### config.mk
export PLATFORM = sky130hd
export DESIGN_NAME = tapped_shift_line
export DESIGN_NICKNAME = d
export VERILOG_FILES = /design/src/rtl/shift_pkg.sv /design/src/rtl/shift_stage.sv /design/src/rtl/tapped_shift_line.sv
export SDC_FILE = /design/constraint.sdc
export NUM_CORES = 1
export LEC_CHECK = 0
export CORE_MARGIN = 2
export CORE_UTILIZATION = 56
export DETAILED_ROUTE_END_ITERATION = 8
export PLACE_DENSITY = 0.86
export SLEW_MARGIN = 20
export SYNTH_ARGS = -nofsm -noshare
export SYNTH_HDL_FRONTEND = slang
export SYNTH_SLANG_ARGS = --single-unit
### constraint.sdc
create_clock -name Clk -period 5.2 [get_ports Clk]
set_clock_uncertainty 0.05 [all_clocks]
set_input_delay 0.78 -clock Clk [delete_from_list [all_inputs] [get_ports Clk]]
set_output_delay 0.78 -clock Clk [all_outputs]
set_load 0.01 [all_outputs]
### src/rtl/shift_pkg.sv
// Shared definitions for the tapped shift line and its bench.
//   shift_mode_e : operating mode applied while En=1
//     SHIFT  - SI enters stage 0, every stage moves one step deeper
//     ROTATE - the word at the tap re-enters stage 0, SI is ignored
//     HOLD   - nothing moves
//     FLUSH  - every stage and valid bit is cleared in one cycle
package shift_pkg;

  typedef enum logic [1:0] {
    SHIFT  = 2'd0,
    ROTATE = 2'd1,
    HOLD   = 2'd2,
    FLUSH  = 2'd3
  } shift_mode_e;

endpackage : shift_pkg

### src/rtl/shift_stage.sv
// One stage of the tapped shift line: a W-bit data register plus its valid bit.
// Ports:
//   clk_i    clock, all updates on posedge
//   clr_n_i  synchronous active-low clear, dominates everything else
//   en_i     stage may update this cycle; 0 = hold
//   load_i   with en_i: capture d_i / v_i
//   clear_i  with en_i: zero data and valid (wins over load_i)
//   d_i      incoming data word
//   v_i      incoming valid bit
//   d_o      stored data word
//   v_o      stored valid bit
module shift_stage #(
  parameter int W = 4
) (
  input  logic         clk_i,
  input  logic         clr_n_i,
  input  logic         en_i,
  input  logic         load_i,
  input  logic         clear_i,
  input  logic [W-1:0] d_i,
  input  logic         v_i,
  output logic [W-1:0] d_o,
  output logic         v_o
);

  logic [W-1:0] data_q, data_d;
  logic         vld_q, vld_d;

  always_comb begin
    data_d = data_q;
    vld_d  = vld_q;
    if (en_i) begin
      if (clear_i) begin
        data_d = '0;
        vld_d  = 1'b0;
      end else if (load_i) begin
        data_d = d_i;
        vld_d  = v_i;
      end
    end
  end

  always_ff @(posedge clk_i) begin
    if (!clr_n_i) begin
      data_q <= '0;
      vld_q  <= 1'b0;
    end else begin
      data_q <= data_d;
      vld_q  <= vld_d;
    end
  end

  assign d_o = data_q;
  assign v_o = vld_q;

endmodule : shift_stage

### src/rtl/tapped_shift_line.sv
// Programmable-latency delay line: D stages of W-bit data, each with a valid
// bit, and a runtime-selectable output tap.
// Ports:
//   Clk      clock, all state changes on posedge
//   Clr      synchronous active-low reset, dominates En and Mode
//   En       advance enable; 0 = every stage holds
//   Mode     shift_mode_e: SHIFT / ROTATE / HOLD / FLUSH
//   Depth    requested tap depth; 0 acts as 1, values above D act as D
//   SI       serial data in
//   SIValid  SI carries a valid word
//   SO       data at the selected tap (stage Eff-1)
//   SOValid  valid bit at the selected tap
//   Count    number of valid stages among 0..Eff-1
// Valid semantics: SIValid qualifies SI on any enabled SHIFT cycle and travels
// with the word; there is no ready/backpressure, the line always accepts. A
// word with SIValid=0 is a bubble whose data content is don't-care and can
// never raise SOValid. Outputs are combinational from the stages, so latency
// from SI to SO is exactly Eff enabled SHIFT cycles.
module tapped_shift_line
  import shift_pkg::*;
#(
  parameter  int W  = 4,
  parameter  int D  = 4,
  localparam int DW = $clog2(D + 1)
) (
  input  logic          Clk,
  input  logic          Clr,
  input  logic          En,
  input  shift_mode_e   Mode,
  input  logic [DW-1:0] Depth,
  input  logic [W-1:0]  SI,
  input  logic          SIValid,
  output logic [W-1:0]  SO,
  output logic          SOValid,
  output logic [DW-1:0] Count
);

  localparam logic [DW-1:0] D_MAX = DW'(D);

  logic [W-1:0]  stage_data [D];
  logic          stage_vld  [D];

  logic [DW-1:0] eff;
  logic [DW-1:0] tap_idx;
  logic [W-1:0]  tap_data;
  logic          tap_vld;
  logic [W-1:0]  head_d;
  logic          head_v;
  logic          load;
  logic          clear;
  logic [DW-1:0] vld_cnt;

  // Effective depth: clamp requested depth into 1..D.
  always_comb begin
    eff = Depth;
    if (Depth == '0) begin
      eff = DW'(1);
    end else if (Depth > D_MAX) begin
      eff = D_MAX;
    end
  end

  assign tap_idx = eff - DW'(1);

  // Output tap mux, written as a compare loop so the index width never has to
  // match the array bound exactly.
  always_comb begin
    tap_data = '0;
    tap_vld  = 1'b0;
    for (int i = 0; i < D; i++) begin
      if (DW'(i) == tap_idx) begin
        tap_data = stage_data[i];
        tap_vld  = stage_vld[i];
      end
    end
  end

  // Valid stages inside the active window only; deeper stages still shift
  // but are not counted.
  always_comb begin
    vld_cnt = '0;
    for (int i = 0; i < D; i++) begin
      if ((DW'(i) < eff) && stage_vld[i]) begin
        vld_cnt = vld_cnt + DW'(1);
      end
    end
  end

  // Stage 0 input: ROTATE feeds the tap back (with Eff=1 that is stage 0
  // reloading itself), SHIFT takes the serial input.
  always_comb begin
    head_d = SI;
    head_v = SIValid;
    if (Mode == ROTATE) begin
      head_d = tap_data;
      head_v = tap_vld;
    end
  end

  assign load  = (Mode == SHIFT) || (Mode == ROTATE);
  assign clear = (Mode == FLUSH);

  for (genvar g = 0; g < D; g++) begin : g_stage
    logic [W-1:0] d_in;
    logic         v_in;

    if (g == 0) begin : g_head
      assign d_in = head_d;
      assign v_in = head_v;
    end else begin : g_body
      assign d_in = stage_data[g-1];
      assign v_in = stage_vld[g-1];
    end

    shift_stage #(
      .W(W)
    ) u_stage (
      .clk_i   (Clk),
      .clr_n_i (Clr),
      .en_i    (En),
      .load_i  (load),
      .clear_i (clear),
      .d_i     (d_in),
      .v_i     (v_in),
      .d_o     (stage_data[g]),
      .v_o     (stage_vld[g])
    );
  end

  assign SO      = tap_data;
  assign SOValid = tap_vld;
  assign Count   = vld_cnt;

endmodule : tapped_shift_line

**After elaboration in Yosys (flattened, before gate mapping)**

Cells that the tools add are included.

- Register bits after elaboration: 20
- Input bits: 13
- Output and inout bits: 8
- Logic and storage cells: 64

- $add $sub $neg: 4
- Magnitude comparators: 5
- Equality and inequality tests: 5
- Mux-type cells: 32
- Reductions and logical operators: 10

Operators with widths:

| cell | number |
|---|---|
| $mux W4 | 13 |
| $mux W3 | 5 |
| $mux W1 | 14 |
| $add A3 B1 Y3 const B | 3 |
| $eq A2 B3 Y1 const A | 2 |
| $logic_not A3 Y1 | 2 |
| $lt A1 B3 Y1 const A | 2 |
| $lt A2 B3 Y1 const A | 2 |
| $logic_and A1 B1 Y1 | 4 |
| $eq A1 B3 Y1 const A | 1 |
| $gt A3 B3 Y1 const B | 1 |
| $sub A3 B1 Y3 const B | 1 |
| $eq A2 B1 Y1 const B | 1 |
| $eq A2 B2 Y1 const B | 1 |
| $logic_not A2 Y1 | 1 |
| $reduce_and A2 Y1 | 1 |
| $reduce_bool A2 Y1 | 1 |
| $logic_or A1 B1 Y1 | 1 |

**Depth between registers and ports, before layout**

- Depth in word-level cells: 12
- Gate-level depth with buffers: 9

**Cells and area by module**

From an unflattened synthesis, not the netlist that was laid out.

- Cells, all modules: 149
- Area total of the unflattened synthesis: 1241.2 um^2

By module, submodules not included:

| module | instances | cells an instance | area an instance (um^2) |
|---|---|---|---|
| shift_stage | 4 | 23 | 203.9 |
| tapped_shift_line | 1 | 57 | 425.4 |

**Least setup slack after synthesis**

Ideal clock, no wire load.

- Path kind: input -> output
- Start point: input Depth[2]
- End point: output Count[1]
- Arrival: 2192 ps
- Required time: 4370 ps
- Setup slack: 2178 ps
- Stages: 8
- Buffers on the path: 1
- Path through: buf_2 -> o21ai_0 -> inv_1 -> ha_1 -> xnor2_1 -> ha_1 -> nor2_1 -> a31oi_1

- Word-level cells in the longest chain between the ends: 12
- Elaborated cells between the ends (all ways): 19
- Those cells by class: add/sub (3); order compare (5); mux (6); reduce/logical (5)

RTL lines:

| item | line | text |
|---|---|---|
| start: declaration | tapped_shift_line.sv:30 | `input logic [DW-1:0] Depth,` |
| $gt A3 B3 Y1 | tapped_shift_line.sv:58 | `end else if (Depth > D_MAX) begin` |
| $mux W3 | tapped_shift_line.sv:58 |  |
| $mux W3 (*) | tapped_shift_line.sv:56 | `if (Depth == '0) begin` |
| $lt A1 B3 Y1 | tapped_shift_line.sv:83 | `if ((DW'(i) < eff) && stage_vld[i]) begin` |
| $logic_and A1 B1 Y1 | tapped_shift_line.sv:83 |  |
| $mux W1 | tapped_shift_line.sv:83 |  |
| $add A3 B1 Y3 | tapped_shift_line.sv:84 | `vld_cnt = vld_cnt + DW'(1);` |
| $mux W3 | tapped_shift_line.sv:83 |  |
| $add A3 B1 Y3 | tapped_shift_line.sv:84 |  |
| $mux W3 | tapped_shift_line.sv:83 |  |
| $add A3 B1 Y3 | tapped_shift_line.sv:84 |  |
| $mux W3 (*) | tapped_shift_line.sv:83 |  |
| end: declaration | tapped_shift_line.sv:35 | `output logic [DW-1:0] Count` |

Mark *: on every way between the ends. The rest lies on a longest branch, timed or not.

**Worst setup path after layout**

- Start point: input Depth[2]
- End point: output Count[2]

Same word-level chain as after synthesis.

==> flow_summary.toml <==
[timing]
rsz0062_at_grt = "false"
min_period_ps = 4300
max_freq_mhz = 233
final-setup-viol-count = 0
tns_ps = 0
tightestPinTransition_ps = 705
hold_violations = 0
slew_violations = 0
fin_crit_sh = 0.827
slew_headroom = 0.530

[global_routing]
grt_usage = 0.216
grt_pass1_wl_um = 4320
grt_pass1_vias = 959
grt_max_degree = 26
grt_overflow = 0
antenna_found_initial = 0

[floorplan]
io_pins = 21
core_area_um2 = 2000
die-height_um = 50.7
start_util = 0.611
die_w_um = 50.7
dieArea_um2 = 2570
fp-row-count = 16

[synthesis]
yosys.area.top_type_share = 0.328
syn-cell-area_um2 = 1220
syn_inst = 145
muxShareOfSynthArea = 0.0614
synth_area_leaders = "dfxtp_1, a221oi_2, o21ai_0, a21oi_1, mux2_4"
synth_edf_count = 0
synth_seq_area_share = 0.328
synth_common_cells = "o21ai_0, dfxtp_1, nand2_1"
yosys.area_share.adder = 0.0307
synth_compound_gate_area_share = 0.336
synthArstFlopShare = 0
synth_simple_gate_area_frac = 0.128
synth_top_family_by_area = "compound AO/OA/AOI/OAI gates"
synth_nets = 161
synth_flop_cell = "dfxtp_1"
ys_seq_elements = 20
synth_xor_area_frac = 0.0328
synth_cell_type_count = 28
yosysWarnings = 0
yosysTopAreaCell = "dfxtp_1"
synth.most_common_cell = "o21ai_0"
synth_area_per_cell_um2 = 8.43

[routing]
drtIter0Drc = 26
met2_length_um = 1320
routedWlPerCell_um = 14.5
wl_met1_um = 1200
vias = 1094
postRouteAntennaNets = 0
highest_layer = "met4"
drc_errors = 0
dr.pass1.iters = 4
wl_um = 2680
via_per_inst = 5.91
wl_met3_um = 123

[power]
ir_worst_vdd_mv = 0.232
p_leak_nw = 0.548
power_density_nw_per_um2 = 205

[clock_network]
clk_pin_slew_ps = 110
clock_sinks = 20
clock-root-buffer = "clkbuf_4"
cts_buffers = 3
cts_tree = "yes"
cts_setup_buffers = 0
ctsHoldBuffers = 0
clk_path_buf_depth = 2
htreeDepth = 1
post_cts_resized = 0
insertion_delay_ps = 300

[cells_and_area]
area_growth_pct = 17.7
postLayoutCellArea_um2 = 1440
drive_above_1_share = 0.133
nNetsFinal = 175
antenna_cells = 0
fin_util = 0.719

[worst_setup_path]
cp_max_fo = 15
r2r-end = "g_stage[0].u_stage.d_o[0]$_SDFFE_PN0P_"
start_kind = "input port"
crit_required_ps = 4370
cp.arrival_ps = 3470
worstRegToRegCells = 3
timing.rr.start = "g_stage[1].u_stage.d_o[0]$_SDFFE_PN0P_"
r2r_setup_slack_ps = 3970
cp-end-kind = "primary output"
worstSetupPathType = "in -> out"

[hold_path]
min_path_type = "reg -> reg"
min_to = "g_stage[3].u_stage.d_o[0]$_SDFFE_PN0P_"
min_path_cells = 2
hold_start = "g_stage[2].u_stage.d_o[0]$_SDFFE_PN0P_"

[placement]
port_buffers = 20
hpwl_um = 1760
gp_congestion = 0.777
dpl-instance-area_um2 = 1400

[run_status]
run_status = "finished, final reports clean"

[job]
maxCapViolCount = 0
-- final cells by class --
class | instances | area, µm²
repair buffers | 21 | 208
multi-input cells | 102 | 719
clock buffers | 4 | 36.3
fillers | 160 | 563
inverters | 11 | 41.3
well taps | 27 | 33.8
flip-flops and latches | 20 | 400
-- worst max-delay path, cell delays in order --
cell	delay (ps)
clkdlybuf4s50_1	860
o21ai_0	250
ha_1	240
or3_1	370
nand2_1	80
ha_1	130
nand2_1	60
xor2_1	140
clkdlybuf4s50_1	550
-- sequential cells by signal, summed over array words and instances (netlist names) --
name and count:
g_stage.u_stage.d_o 16, g_stage.u_stage.v_o 4
-- logic make-up after synthesis --
family | count (synthesis)
compound gates | 60
simple gates | 31
buf+inv | 23
flops | 20
mux | 5
xor+xnor | 3
fa+ha+maj | 3
-- per-stage QoR --
step	cells	hold slack, ps	total power [W]	setup WS (ps)
global route	185	445	0.000305	759
global placement	181	404	0.000205	1010
detailed placement	181	413	0.000207	890
CTS	185	432	0.000295	907
finish	185	427	0.000295	901
floorplan	145	391	0.000190	2180
-- layout by cell type, fill, tap and decap left out --
| cell | instances |
|---|---|
| ha_1 | 3 |
| nand4_1 | 1 |
| xnor3_1 | 1 |
| xor2_1 | 1 |
| mux2_4 | 5 |
| and2b_2 | 1 |
| or3_1 | 1 |
| o21ai_0 | 27 |
| buf_4 | 1 |
| xnor2_1 | 1 |
| a211oi_1 | 5 |
| inv_1 | 11 |
| a21oi_1 | 16 |
| nand2_1 | 19 |
| a221oi_1 | 1 |
| and2_1 | 1 |
| nor2b_1 | 1 |
| a221oi_2 | 9 |
| nor2_1 | 2 |
| a31oi_1 | 1 |
| clkbuf_4 | 3 |
| nor3b_1 | 4 |
| dfxtp_1 | 20 |
| clkdlybuf4s50_1 | 20 |
| a21o_1 | 1 |
| clkbuf_8 | 1 |
| nor2b_4 | 1 |
-- worst max path at each step --
stage / from / endpoint / slack [ps] / cells past startpoint
floorplan: Depth[2] / Count[1] / 2180 / 8
global placement: Depth[2] / Count[2] / 1010 / 9
detailed placement: Depth[2] / Count[2] / 890 / 9
CTS: Depth[2] / Count[2] / 910 / 9
global route: Depth[2] / Count[2] / 760 / 9
finish: Depth[2] / Count[2] / 900 / 9
-- layer usage --
layer | vias up | GRT usage
li1 | 545 | -
met1 | 514 | 0.284
met2 | 30 | 0.382
met3 | 5 | 0.0179
met4 | 0 | 0.0541
met5 | - | 0
-- power breakdown --
group | leakage (nW) | internal (W) | total (W) | switching [W]
sequential | 0.162 | 0.000156 | 0.000158 | 0.00000200
clock | 0.0210 | 0.0000428 | 0.0000904 | 0.0000477
combinational | 0.365 | 0.0000204 | 0.0000465 | 0.0000261
total | 0.548 | 0.000219 | 0.000295 | 0.0000758
No activity file was read; power rests on OpenSTA's default activity.
